--- src/rtl/exam_operand_sequencer.sv ---
// exam_operand_sequencer
// Operand loader and start/done handshake controller for a 16-bit compute unit.
// Four operands are captured from the switches, one per enter-key press and release.
// The controller then raises start and holds it until the unit reports done or a
// RUN-time budget expires. The selected result (g or h) is registered for display.
module exam_operand_sequencer #(
  parameter int              DATA_W  = 16,
  parameter int              TO_W    = 24,
  parameter logic [TO_W-1:0] TIMEOUT = 24'd10_000_000
) (
  input  logic              clk,
  input  logic              rst,
  input  logic [DATA_W-1:0] sw_data,
  input  logic              enter_n,
  input  logic              sel,
  input  logic              done,
  input  logic [DATA_W-1:0] g_in,
  input  logic [DATA_W-1:0] h_in,
  output logic [DATA_W-1:0] a,
  output logic [DATA_W-1:0] b,
  output logic [DATA_W-1:0] c,
  output logic [DATA_W-1:0] d,
  output logic              start,
  output logic [DATA_W-1:0] result,
  output logic [3:0]        step,
  output logic [3:0]        captured,
  output logic              done_led,
  output logic              timeout_err
);

  typedef enum logic [2:0] {
    LOAD_PRESS = 3'd0,
    LOAD_REL   = 3'd1,
    RUN        = 3'd2,
    DONE       = 3'd3,
    ERR        = 3'd4
  } state_t;

  localparam logic [TO_W-1:0] TO_ONE  = {{(TO_W-1){1'b0}}, 1'b1};
  localparam logic [TO_W-1:0] TO_LAST = TIMEOUT - TO_ONE;

  state_t            state_r;
  logic [1:0]        op_idx_r;
  logic [TO_W-1:0]   to_cnt_r;
  logic              en_meta_r;
  logic              en_sync_r;
  logic [DATA_W-1:0] a_r;
  logic [DATA_W-1:0] b_r;
  logic [DATA_W-1:0] c_r;
  logic [DATA_W-1:0] d_r;
  logic [DATA_W-1:0] result_r;
  logic              start_r;
  logic [3:0]        step_r;
  logic [3:0]        captured_r;
  logic              done_led_r;
  logic              timeout_err_r;

  // Two-flop synchronizer for the asynchronous enter key; resets to the released level.
  always_ff @(posedge clk or negedge rst) begin
    if (!rst) begin
      en_meta_r <= 1'b1;
      en_sync_r <= 1'b1;
    end else begin
      en_meta_r <= enter_n;
      en_sync_r <= en_meta_r;
    end
  end

  // Sequencer FSM. It holds the operand, result, progress and status registers.
  always_ff @(posedge clk or negedge rst) begin
    if (!rst) begin
      state_r       <= LOAD_PRESS;
      op_idx_r      <= 2'd0;
      to_cnt_r      <= {TO_W{1'b0}};
      a_r           <= {DATA_W{1'b0}};
      b_r           <= {DATA_W{1'b0}};
      c_r           <= {DATA_W{1'b0}};
      d_r           <= {DATA_W{1'b0}};
      result_r      <= {DATA_W{1'b0}};
      start_r       <= 1'b0;
      step_r        <= 4'b0001;
      captured_r    <= 4'b0000;
      done_led_r    <= 1'b0;
      timeout_err_r <= 1'b0;
    end else begin
      case (state_r)
        LOAD_PRESS: begin
          // Capture exactly once per press; the release wait below blocks repeats.
          if (!en_sync_r) begin
            case (op_idx_r)
              2'd0:    a_r <= sw_data;
              2'd1:    b_r <= sw_data;
              2'd2:    c_r <= sw_data;
              2'd3:    d_r <= sw_data;
              default: a_r <= a_r;
            endcase
            captured_r[op_idx_r] <= 1'b1;
            state_r              <= LOAD_REL;
          end
        end
        LOAD_REL: begin
          if (en_sync_r) begin
            if (op_idx_r == 2'd3) begin
              // The last operand is in; the operands freeze and start rises.
              state_r <= RUN;
              step_r  <= 4'b0000;
              start_r <= 1'b1;
            end else begin
              op_idx_r <= op_idx_r + 2'd1;
              step_r   <= {step_r[2:0], 1'b0};
              state_r  <= LOAD_PRESS;
            end
          end
        end
        RUN: begin
          result_r <= sel ? g_in : h_in;
          to_cnt_r <= to_cnt_r + TO_ONE;
          // done takes priority over a timeout that expires in the same cycle.
          if (done) begin
            state_r    <= DONE;
            done_led_r <= 1'b1;
          end else if (to_cnt_r == TO_LAST) begin
            state_r       <= ERR;
            start_r       <= 1'b0;
            timeout_err_r <= 1'b1;
          end
        end
        DONE: begin
          result_r   <= sel ? g_in : h_in;
          start_r    <= 1'b1;
          done_led_r <= 1'b1;
        end
        ERR: begin
          start_r       <= 1'b0;
          timeout_err_r <= 1'b1;
        end
        default: begin
          // Illegal encodings fall into the safe terminal error state.
          state_r       <= ERR;
          start_r       <= 1'b0;
          step_r        <= 4'b0000;
          timeout_err_r <= 1'b1;
        end
      endcase
    end
  end

  assign a           = a_r;
  assign b           = b_r;
  assign c           = c_r;
  assign d           = d_r;
  assign result      = result_r;
  assign start       = start_r;
  assign step        = step_r;
  assign captured    = captured_r;
  assign done_led    = done_led_r;
  assign timeout_err = timeout_err_r;

endmodule

--- config.mk ---
export PLATFORM = sky130hd
export DESIGN_NAME = exam_operand_sequencer
export DESIGN_NICKNAME = d
export VERILOG_FILES = /design/src/rtl/exam_operand_sequencer.sv
export SDC_FILE = /design/constraint.sdc
export NUM_CORES = 1
export LEC_CHECK = 0
export CORE_MARGIN = 2
export CORE_UTILIZATION = 45
export DETAILED_ROUTE_END_ITERATION = 16
export PLACE_DENSITY = 0.76
export SLEW_MARGIN = 5
export SYNTH_ARGS = -nofsm -noshare
export SYNTH_HDL_FRONTEND = slang
export SYNTH_SLANG_ARGS = --single-unit
--- constraint.sdc ---
create_clock -name clk -period 2.2 [get_ports clk]
set_clock_uncertainty 0.2 [all_clocks]
set_input_delay 0.44 -clock clk [delete_from_list [all_inputs] [get_ports clk]]
set_output_delay 0.44 -clock clk [all_outputs]
set_load 0.02 [all_outputs]
# After elaboration in Yosys (flattened, before gate mapping)
# Cells that the tools add are included.
[word_totals]
elab_cells = 82
register_bits = 122
in_bits = 53
output_inout_bits = 91
[classes]
bitwise = 7
n_eq_ne = 15
addsub = 2
muxes = 22
n_lt_le_gt_ge = 2
n_reduce_logical = 19
[op_table]
columns = ["cell", "n"]
rows = [
  ["$add 24x1->24 const B", 1],
  ["$eq 24x24->1 const B", 1],
  ["$reduce_and 3->1", 6],
  ["$mux 16", 1],
  ["$mux 3", 4],
  ["$ne 2x2->1 const B", 6],
  ["$pmux 3 s4", 1],
  ["$mux 1", 8],
  ["$mux 4", 2],
  ["$pmux 4 s2", 1],
  ["$eq 3x2->1 const B", 2],
  ["$not 1->1", 6],
  ["$reduce_and 2->1", 3],
  ["$reduce_and 5->1", 1],
  ["$eq 2x2->1 const B", 2],
  ["$or 4x4->4", 1],
  ["$pmux 1 s2", 2],
  ["$pmux 1 s4", 1],
  ["$reduce_and 4->1", 1],
  ["$reduce_or 2->1", 2],
  ["$reduce_or 4->1", 1],
  ["$eq 3x1->1 const B", 1],
  ["$eq 3x3->1 const B", 1],
  ["$logic_not 3->1", 1],
  ["other kinds (11)", 11],
]

# Logic depth before layout (Yosys ltp)
# Gate-level depths: netlist (run 1).
[logic_depth]
ltp_word = 5
ltp_mapped = 6
mapped_depth_nobuf = 5

# Worst setup path before layout (run 1)
# OpenSTA, ideal clock, no wires.
[synth_path]
path_kind = "reg2reg"
from = "register state_r[2]"
to = "register to_cnt_r[20]"
period_less_slack_ns = 1.919
path_stages_with_launch = 6
path_slack_ns = 0.281
arrival_ns = 1.596
t_required_ns = 1.877
path_cell_list = "dfrtp_1 -> buf_4 -> or3b_4 -> nor4_4 -> nand4_1 -> xnor2_1"
[synth_via]
elab_chain_cells = 1
[synth_lines]
columns = ["item", "line_no", "rtl"]
rows = [
  ["from (decl)", "42", "state_t state_r;"],
  ["from (signal assigned)", "72", "state_r <= LOAD_PRESS;"],
  ["from (signal assigned)", "98", "state_r <= LOAD_REL;"],
  ["from (signal assigned)", "105", "state_r <= RUN;"],
  ["$eq 3x2->1", "86", "case (state_r)"],
  ["to (signal assigned)", "74", "to_cnt_r <= {TO_W{1'b0}};"],
  ["to (signal assigned)", "117", "to_cnt_r <= to_cnt_r + TO_ONE;"],
  ["to (decl)", "44", "logic [TO_W-1:0] to_cnt_r;"],
]
# No other way between the ends.
# A chain may end at the register's enable or synchronous reset.

# Final worst setup path (run 1)
[layout_path]
from = "register timeout_err_r (netlist: timeout_err)"
to = "output port timeout_err"
[layout_rtl]
columns = ["item", "line_no", "rtl"]
rows = [
  ["from (decl)", "56", "logic timeout_err_r;"],
  ["from (signal assigned)", "84", "timeout_err_r <= 1'b0;"],
  ["from (signal assigned)", "125", "timeout_err_r <= 1'b1;"],
  ["from (signal assigned)", "135", "timeout_err_r <= 1'b1;"],
  ["to (decl)", "28", "output logic timeout_err"],
]
# No word-level cell between the ends.

==> metrics.md, run 1 <==
| Metric | Value |
|---|---|
| Status | complete, no violations |
| Synth Net Count | 424 |
| Vias in the first global route | about 3500 |
| H-tree depth | 4 |
| Final count of hold timing violations | 0 |
| Clock power share | 48.4% |
| Placed cell count | 640 |
| Startpoint Class | register |
| Routability cong. | approximately 0.81 |
| Final std cells w/o fill | 672 |
| # nets final | 578 |
| Crit-path cells | clkdlybuf4s50_1 |
| Max VDD drop | 0.0004927 V |
| Post-synth top cells | 119 x dfrtp_1, 65 x mux2_2, 26 x nand2_1, 20 x xnor2_1, 18 x o21ai_0 |
| Die H | 109.5 um |
| Mapped cell area | roughly 0.0050 sq mm |
| Sequential area share after synthesis | approximately 61% |
| Ant. Diodes | 0 |
| DRC | 0 |
| Num CTS Buffers | 17 |
| Routed WL | 11.16 mm |
| Die width | 109.5 um |
| Yosys warning total | 0 |
| Crit. End Element | output pin |
| RSZ-0062 raised after global routing | false |
| Arrival @ worst endpoint | 1.51 ns |
| Pre-CTS WS | 0.06033 ns |
| Final min period | 2.146 ns |
| Setup bufs post-CTS | 0 |
| Critical path class | reg -> out |
| Number of max-cap violations | 0 |
| Share of cells above drive strength 1 | 21.24% |
| Post-synth EDFFs | 0 |
| Vias/cell | 5.104 |
| Ranking of synthesized cells by area | dfrtp_1 59%, mux2_2 15%, xnor2_1 3.5% |
| Clock Sinks | 122 |
| Least-Margin Pin Slew | 0.9267 ns |
| WP data required | 1.56 ns |
| Async SR Flop Fraction | 100.0% |
| Combinational power share | 9.4% |
| Gr usage total | 19.43% |
| CP peak stage delay | ~0.62 ns |
| Unique masters post-synth | 45 |
| Top_reg_cell synth | dfrtp_1 |
| Flop pwr share | 42.2% |
| PwrDens | 782.2 mW/mm^2 |
| Dpl hpwl | 7.706 mm |
| Max stage delay cell, worst path | clkdlybuf4s50_1 |
| Syn_area_per_cell | 13.68 sq um |
| Total die area | 0.01199 sq mm |
| Avg WL per Cell | 16.61 um |
| CP Buf/Inv Count | 1 |
| Final max-slew violation count | 0 |
| Remaining global-route overflow | 0 |
| Internal power | 4420 uW |
| Core Area | roughly 0.011 sq mm |
| Setup violators final | 0 |
| CTS tree | yes |
| Routed vias | 3430 |
| Crit-path max FO | 2 |
| Root buffer cell | clkbuf_8 |
| Leakage | around 0.0031 uW |
| Row cnt | 38 |
| Final worst slack | around 0.054 ns |
| Reg clk slew, reported paths | ~0.060 ns |
| Initial Util | 46.19% |
| Crit path max-delay family | buffers and inverters |
| First-pass GRT wire length | 17.43 mm |
| Num ports | between 100 and 150 |
| Initial antenna violation count | 0 |
| Sw frac | a little over a fifth |
| Highest attainable clock frequency | 466.0 MHz |
| Largest net degree at the start of global routing | around 120 |
| Largest area contributor in the netlist | dfrtp_1 |
| TNS Setup | 0 ns |
| Clk Latency, worst-skew pair | just over 0.5 ns |
| Top-count cell post-synth | dfrtp_1 |
| Hold WC Path Type | in -> reg |
| Psw | 1202 uW |
| Relative slew slack | 38.22% |
| FF+latch count, synth | 122 |
| Area added between synthesis and finish | 43.55% |
| Mapped Cells | about 370 |
| Yosys top cell area share | 59.47% |
| Tcrit/Tclk final | 97.55% |
| DRT iter0 DRCs | around 180 |
| Clock Tree Buf Depth | 2 |
| TritonRoute pass-1 iters | 4 |
| Antenna viol nets, final | 0 |
| I/O Buffers | 143 |
-- layer usage --
layer | global-route usage [%] | vias up | part of all wire (%)
li1 | - | 1604 | -
met1 | 24.54 | 1700 | 43
met2 | 30.78 | 105 | 48
met3 | 5.394 | 21 | 5.7
met4 | 9.675 | 0 | 2.5
met5 | 0 | - | 0
-- cell type report --
cell class,instances,area [sq um]
tap,140,175.2
clock buffer,24,470.5
sequential,122,3057
fill,819,3652
timing repair buffer,150,1495
multi-input combinational,225,1861
inverter,4,15.01
clock inverter,7,115.1
-- worst paths after layout --
path	slack [ns]	start	endpoint	depth (start not counted)
max	0.05	timeout_err$_DFFE_PN0P_	timeout_err	1
min	0.14	enter_n	en_meta_r$_DFF_PN1_	1
max reg2reg	0.17	to_cnt_r[11]$_DFFE_PN0P_	start$_DFFE_PN0P_	4
min reg2reg	0.15	en_meta_r$_DFF_PN1_	en_sync_r$_DFF_PN1_	0
max in group asynchronous	0.95	rst	to_cnt_r[5]$_DFFE_PN0P_	3
min in group asynchronous	0.33	rst	to_cnt_r[11]$_DFFE_PN0P_	3
-- cells by family (layout without fill, tap and decap cells) --
family	count (synthesis)	after routing	share of synthesized area, %
buffers and inverters	19	185	1.799
xor gates and xnor gates	24	24	4.198
and+or+nand+nor	87	87	10.47
AOI/OAI and AO/OA	28	28	3.424
DFF	122	122	61.04
muxes	81	81	17.82
adders and majority gates	5	5	1.249
-- layout by cell type (no fill, tap or decap), types with 8 or more instances in the layout --
master	count
dfrtp_1	119
nand4_1	9
mux2i_1	16
nand2_1	26
o21ai_0	18
clkdlybuf4s50_1	138
nand3_1	9
mux2_2	65
and3_1	8
clkbuf_16	16
xnor2_1	20
-- what timing repair did --
action,4_1_cts,5_1_grt
pin swaps,0,1
endpoints found under the hold margin,119,0
hold buffers,1,0
gates resized for setup,3,1
endpoints found under the setup margin,3,7
-- through the flow --
| step | hold slack, ns | util, % | area [sq um] | power, uW |
|---|---|---|---|---|
| finish | 0.1421 | 66.31 | 7188 | 5623 |
| detailed placement | 0.1503 | 60.83 | 6594 | 2948 |
| CTS | 0.1200 | 66.29 | 7186 | 5691 |
| global route | 0.1188 | 66.31 | 7188 | 5835 |
| floorplan | -0.05559 | - | 5007 | 2599 |
| global placement | 0.1486 | 60.83 | 6594 | 2934 |
-- registers in the layout, summed over array words and instances (netlist names) --
signal and count:
step 4, a 16, d 16, state_r 3, c 16, en_meta_r 1, timeout_err 1, b 16
done_led 1, op_idx_r 2, captured 4, start 1, result 16, to_cnt_r 24, en_sync_r 1
-- power groups by stage --
stage / combinational (uW) / sequential (uW) / clock [uW]
final: 528 / 2380 / 2720
after global routing: 566 / 2380 / 2890
after CTS: 538 / 2380 / 2780
after detailed placement: 535 / 2410 / 0
after global placement: 525 / 2410 / 0
after floorplan: 83.4 / 2520 / 0
-- worst register-to-register path, stage by stage (launching register included) --
cell,delay [ns]
dfrtp_1,0.42
or4b_1,0.54
nor4_2,0.40
a41o_1,0.28
a211oi_1,0.06
Note: power is estimated with default switching activity, not from simulation.
==> run 2: changes to the inputs <==
CAP_MARGIN = 20   (was unset)
==> results of run 2 <==
Final layout, timing and power as in run 1 (identical DEF).
==> run 3: changes to the inputs <==
DONT_BUFFER_PORTS = 1   (was unset)
PLACE_DENSITY = unset   (was 0.76)
==> run 3 against run 2 <==
The run now ends with hold timing left. Combinational power is 66% lower. Hold slack worse by 0.71 ns. Die area stayed put. Final cell count is 14% lower. Fmax is 7.3% higher. Sequential power is 5% higher. Largest cell class unchanged.
==> metrics.md, run 3 (synthesis results as in run 1) <==
| Metric | Value |
|---|---|
| Status | finished with violations (was complete, no violations) |
| Failing checks | hold timing |
| I/O Buffers | 0 (was 143) |
| Hold WC Path Type | in -> async (was in -> reg) |
| Share of cells above drive strength 1 | 26.98% (was 21.24%) |
| Largest net degree at the start of global routing | 123 (unchanged) |
| Relative slew slack | 67.45% (was 38.22%) |
| Final count of hold timing violations | 122 (was 0) |
| Routability cong. | 0.7905 (was 0.8135) |
| RSZ-0062 raised after global routing | false (unchanged) |
| FF-to-FF End | to_cnt_r[20]$_DFFE_PN0P_ (was start$_DFFE_PN0P_) |
| Routed vias | 3051 (was 3430) |
| Startpoint Class | register (unchanged) |
| Crit-path max FO | 7 (was 2) |
| DRT iter0 DRCs | 207 (was 178) |
| Num ports | 144 (unchanged) |
| Num CTS Buffers | 17 (unchanged) |
| Critical path class | reg -> reg (was reg -> out) |
| Tcrit/Tclk final | 90.93% (was 97.55%) |
| First-pass GRT wire length | 16.22 mm (was 17.43 mm) |
| Vias in the first global route | 3224 (was 3483) |
| Hold slack | -0.5703 ns (was 0.1421 ns) |
| Final max-slew violation count | 0 (unchanged) |
| Initial Util | 46.19% (unchanged) |
| Highest attainable clock frequency | 499.9 MHz (was 466.0 MHz) |
| TritonRoute pass-1 iters | 4 (unchanged) |
| R2r startpoint | state_r[1]$_DFFE_PN0P_ (was to_cnt_r[11]$_DFFE_PN0P_) |
| WP data required | 2.39 ns (was 1.56 ns) |
| Leakage | 0.002728 uW (was 0.003116 uW) |
| DRC | 0 (unchanged) |
| Setup violators final | 0 (unchanged) |
| Antenna viol nets, final | 0 (unchanged) |
| Max FFs per register | 24 (unchanged) |
| Core Area | 0.01084 sq mm (unchanged) |
| # nets final | 486 (was 578) |
| Vias/cell | 5.251 (was 5.104) |
| Area added between synthesis and finish | 24.69% (was 43.55%) |
| Root buffer cell | clkbuf_8 (unchanged) |
| Dpl hpwl | 6.358 mm (was 7.706 mm) |
| H-tree depth | 4 (unchanged) |
| Routed WL | 10.36 mm (was 11.16 mm) |
| Gr usage total | 18.08% (was 19.43%) |
| Remaining global-route overflow | 0 (unchanged) |
| Max VDD drop | 0.0004217 V (was 0.0004927 V) |
| Arrival @ worst endpoint | 2.19 ns (was 1.51 ns) |
| Worst Setup SP | state_r[1]$_DFFE_PN0P_ (was timeout_err$_DFFE_PN0P_) |
| TNS Setup | 0 ns (unchanged) |
| CTS tree | yes (unchanged) |
| Ant. Diodes | 0 (unchanged) |
| Clock Sinks | 122 (unchanged) |
| Clock Tree Buf Depth | 2 (unchanged) |
| Clk Latency, worst-skew pair | 0.51 ns (about the same) |
| Setup bufs post-CTS | 0 (unchanged) |
| Worst Reg-to-Reg Cells | 4 (unchanged) |
| Number of max-cap violations | 0 (unchanged) |
| Final min period | 2.000 ns (was 2.146 ns) |
| Reg with most FFs | to_cnt_r (unchanged) |
| Initial antenna violation count | 0 (unchanged) |
| Least-Margin Pin Slew | 0.4883 ns (was 0.9267 ns) |
| Die width | 109.5 um (unchanged) |
| Row cnt | 38 (unchanged) |
| Crit. End Element | register (was output pin) |
| Util after Layout | 57.59% (was 66.31%) |
| Reg clk slew, reported paths | 0.06 ns (about the same) |
| Hold_buf cts | 50 (was 1) |
| Most frequent cells in the layout | 119 x dfrtp_1, 65 x mux2_2, 50 x dlygate4sd3_1 (was 138 x clkdlybuf4s50_1, 119 x dfrtp_1, 65 x mux2_2) |
| Avg WL per Cell | 17.83 um (was 16.61 um) |
| Total die area | 0.01199 sq mm (unchanged) |
| Die H | 109.5 um (unchanged) |
| Reg2reg setup slack | 0.20 ns (was 0.17 ns) |
| Most common cell after layout, fill and taps aside | dfrtp_1 (was clkdlybuf4s50_1) |
| Fillers | 846 (was 819) |
| PwrDens | 854.3 mW/mm^2 (was 782.2 mW/mm^2) |
-- run 3: cell types whose count changed in the layout (fill, tap and decap cells not counted) --
cell / previous run / this run
clkdlybuf4s50_1: 138 / 0
dlygate4sd3_1: 1 / 50
clkbuf_1: 4 / 1
clkinvlp_4: 2 / 5
dlygate4sd2_1: 3 / 0
inv_6: 0 / 3
buf_4: 6 / 8
clkbuf_8: 4 / 2
buf_12: 1 / 0
bufinv_16: 3 / 2
clkinv_4: 0 / 1
dlymetal6s2s_1: 1 / 0
or2b_1: 1 / 0
or2b_2: 0 / 1
-- run 3: worst max-delay path by stage --
| stage | endpoint | slack (ns) | cells past startpoint |
|---|---|---|---|
| 2_1_floorplan | to_cnt_r[20]$_DFFE_PN0P_ | 0.28 | 5 |
| 3_3_place_gp | to_cnt_r[20]$_DFFE_PN0P_ | 0.23 | 4 |
| 3_5_place_dp | start$_DFFE_PN0P_ | 0.19 | 4 |
| 4_1_cts | start$_DFFE_PN0P_ | 0.16 | 4 |
| 5_1_grt | start$_DFFE_PN0P_ | 0.08 | 4 |
| 6_report | to_cnt_r[20]$_DFFE_PN0P_ | 0.20 | 4 |
-- run 3: power by group --
part / switching, uW / internal, uW / total, uW / leakage (uW)
sequential: 166 / 2330 / 2500 / 0.00149
combinational: 51.4 / 129 / 180 / 0.000973
clock: 1010 / 1650 / 2660 / 0.000267
-- run 3: metal layers --
layer  vias to the layer above  global-route usage [%]  share of wire, %  routed length, um
met1                      1517                   22.31                42               4378
met4                         0                   8.047               1.4                142
met3                        15                   7.172               7.0                728
met5                         -                       0                 0                  0
li1                       1419                       -                 -                  -
met2                       100                   28.04                49               5113
-- run 3: metrics by stage --
stage | hold WS [ns] | area [sq um] | power [uW] | setup WS (ns) | instances
2_1_floorplan | -0.05559 | 5007 | 2599 | 0.2813 | 366
3_3_place_gp | -0.04851 | 5167 | 2618 | 0.2315 | 499
3_5_place_dp | -0.04886 | 5167 | 2625 | 0.1942 | 499
4_1_cts | -0.6068 | 6242 | 5404 | 0.1645 | 581
5_1_grt | -0.6171 | 6243 | 5564 | 0.08083 | 581
6_report | -0.5703 | 6243 | 5334 | 0.1996 | 581
-- run 3: worst max-delay path: stages (launching register included) --
cell and delay [ns]:
dfrtp_1 0.43, or3b_4 0.44, nor4_4 0.48, nand4_1 0.18, xnor2_1 0.16
-- run 3: area by class of cell --
| class | count | area, sq um | area share, % |
|---|---|---|---|
| well taps | 140 | 175.2 | 2.806 |
| repair buffers | 58 | 560.5 | 8.978 |
| clock inverters | 13 | 142.6 | 2.285 |
| clock buffers | 19 | 431.7 | 6.914 |
| multi-input cells | 225 | 1862 | 29.82 |
| inverters | 4 | 15.01 | 0.2405 |
| flip-flops and latches | 122 | 3057 | 48.96 |
-- run 3: timing repair --
action | CTS | global route
setup endpoints to repair | 0 | 1
gates resized for setup | 0 | 1
endpoints found under the hold margin | 204 | 122
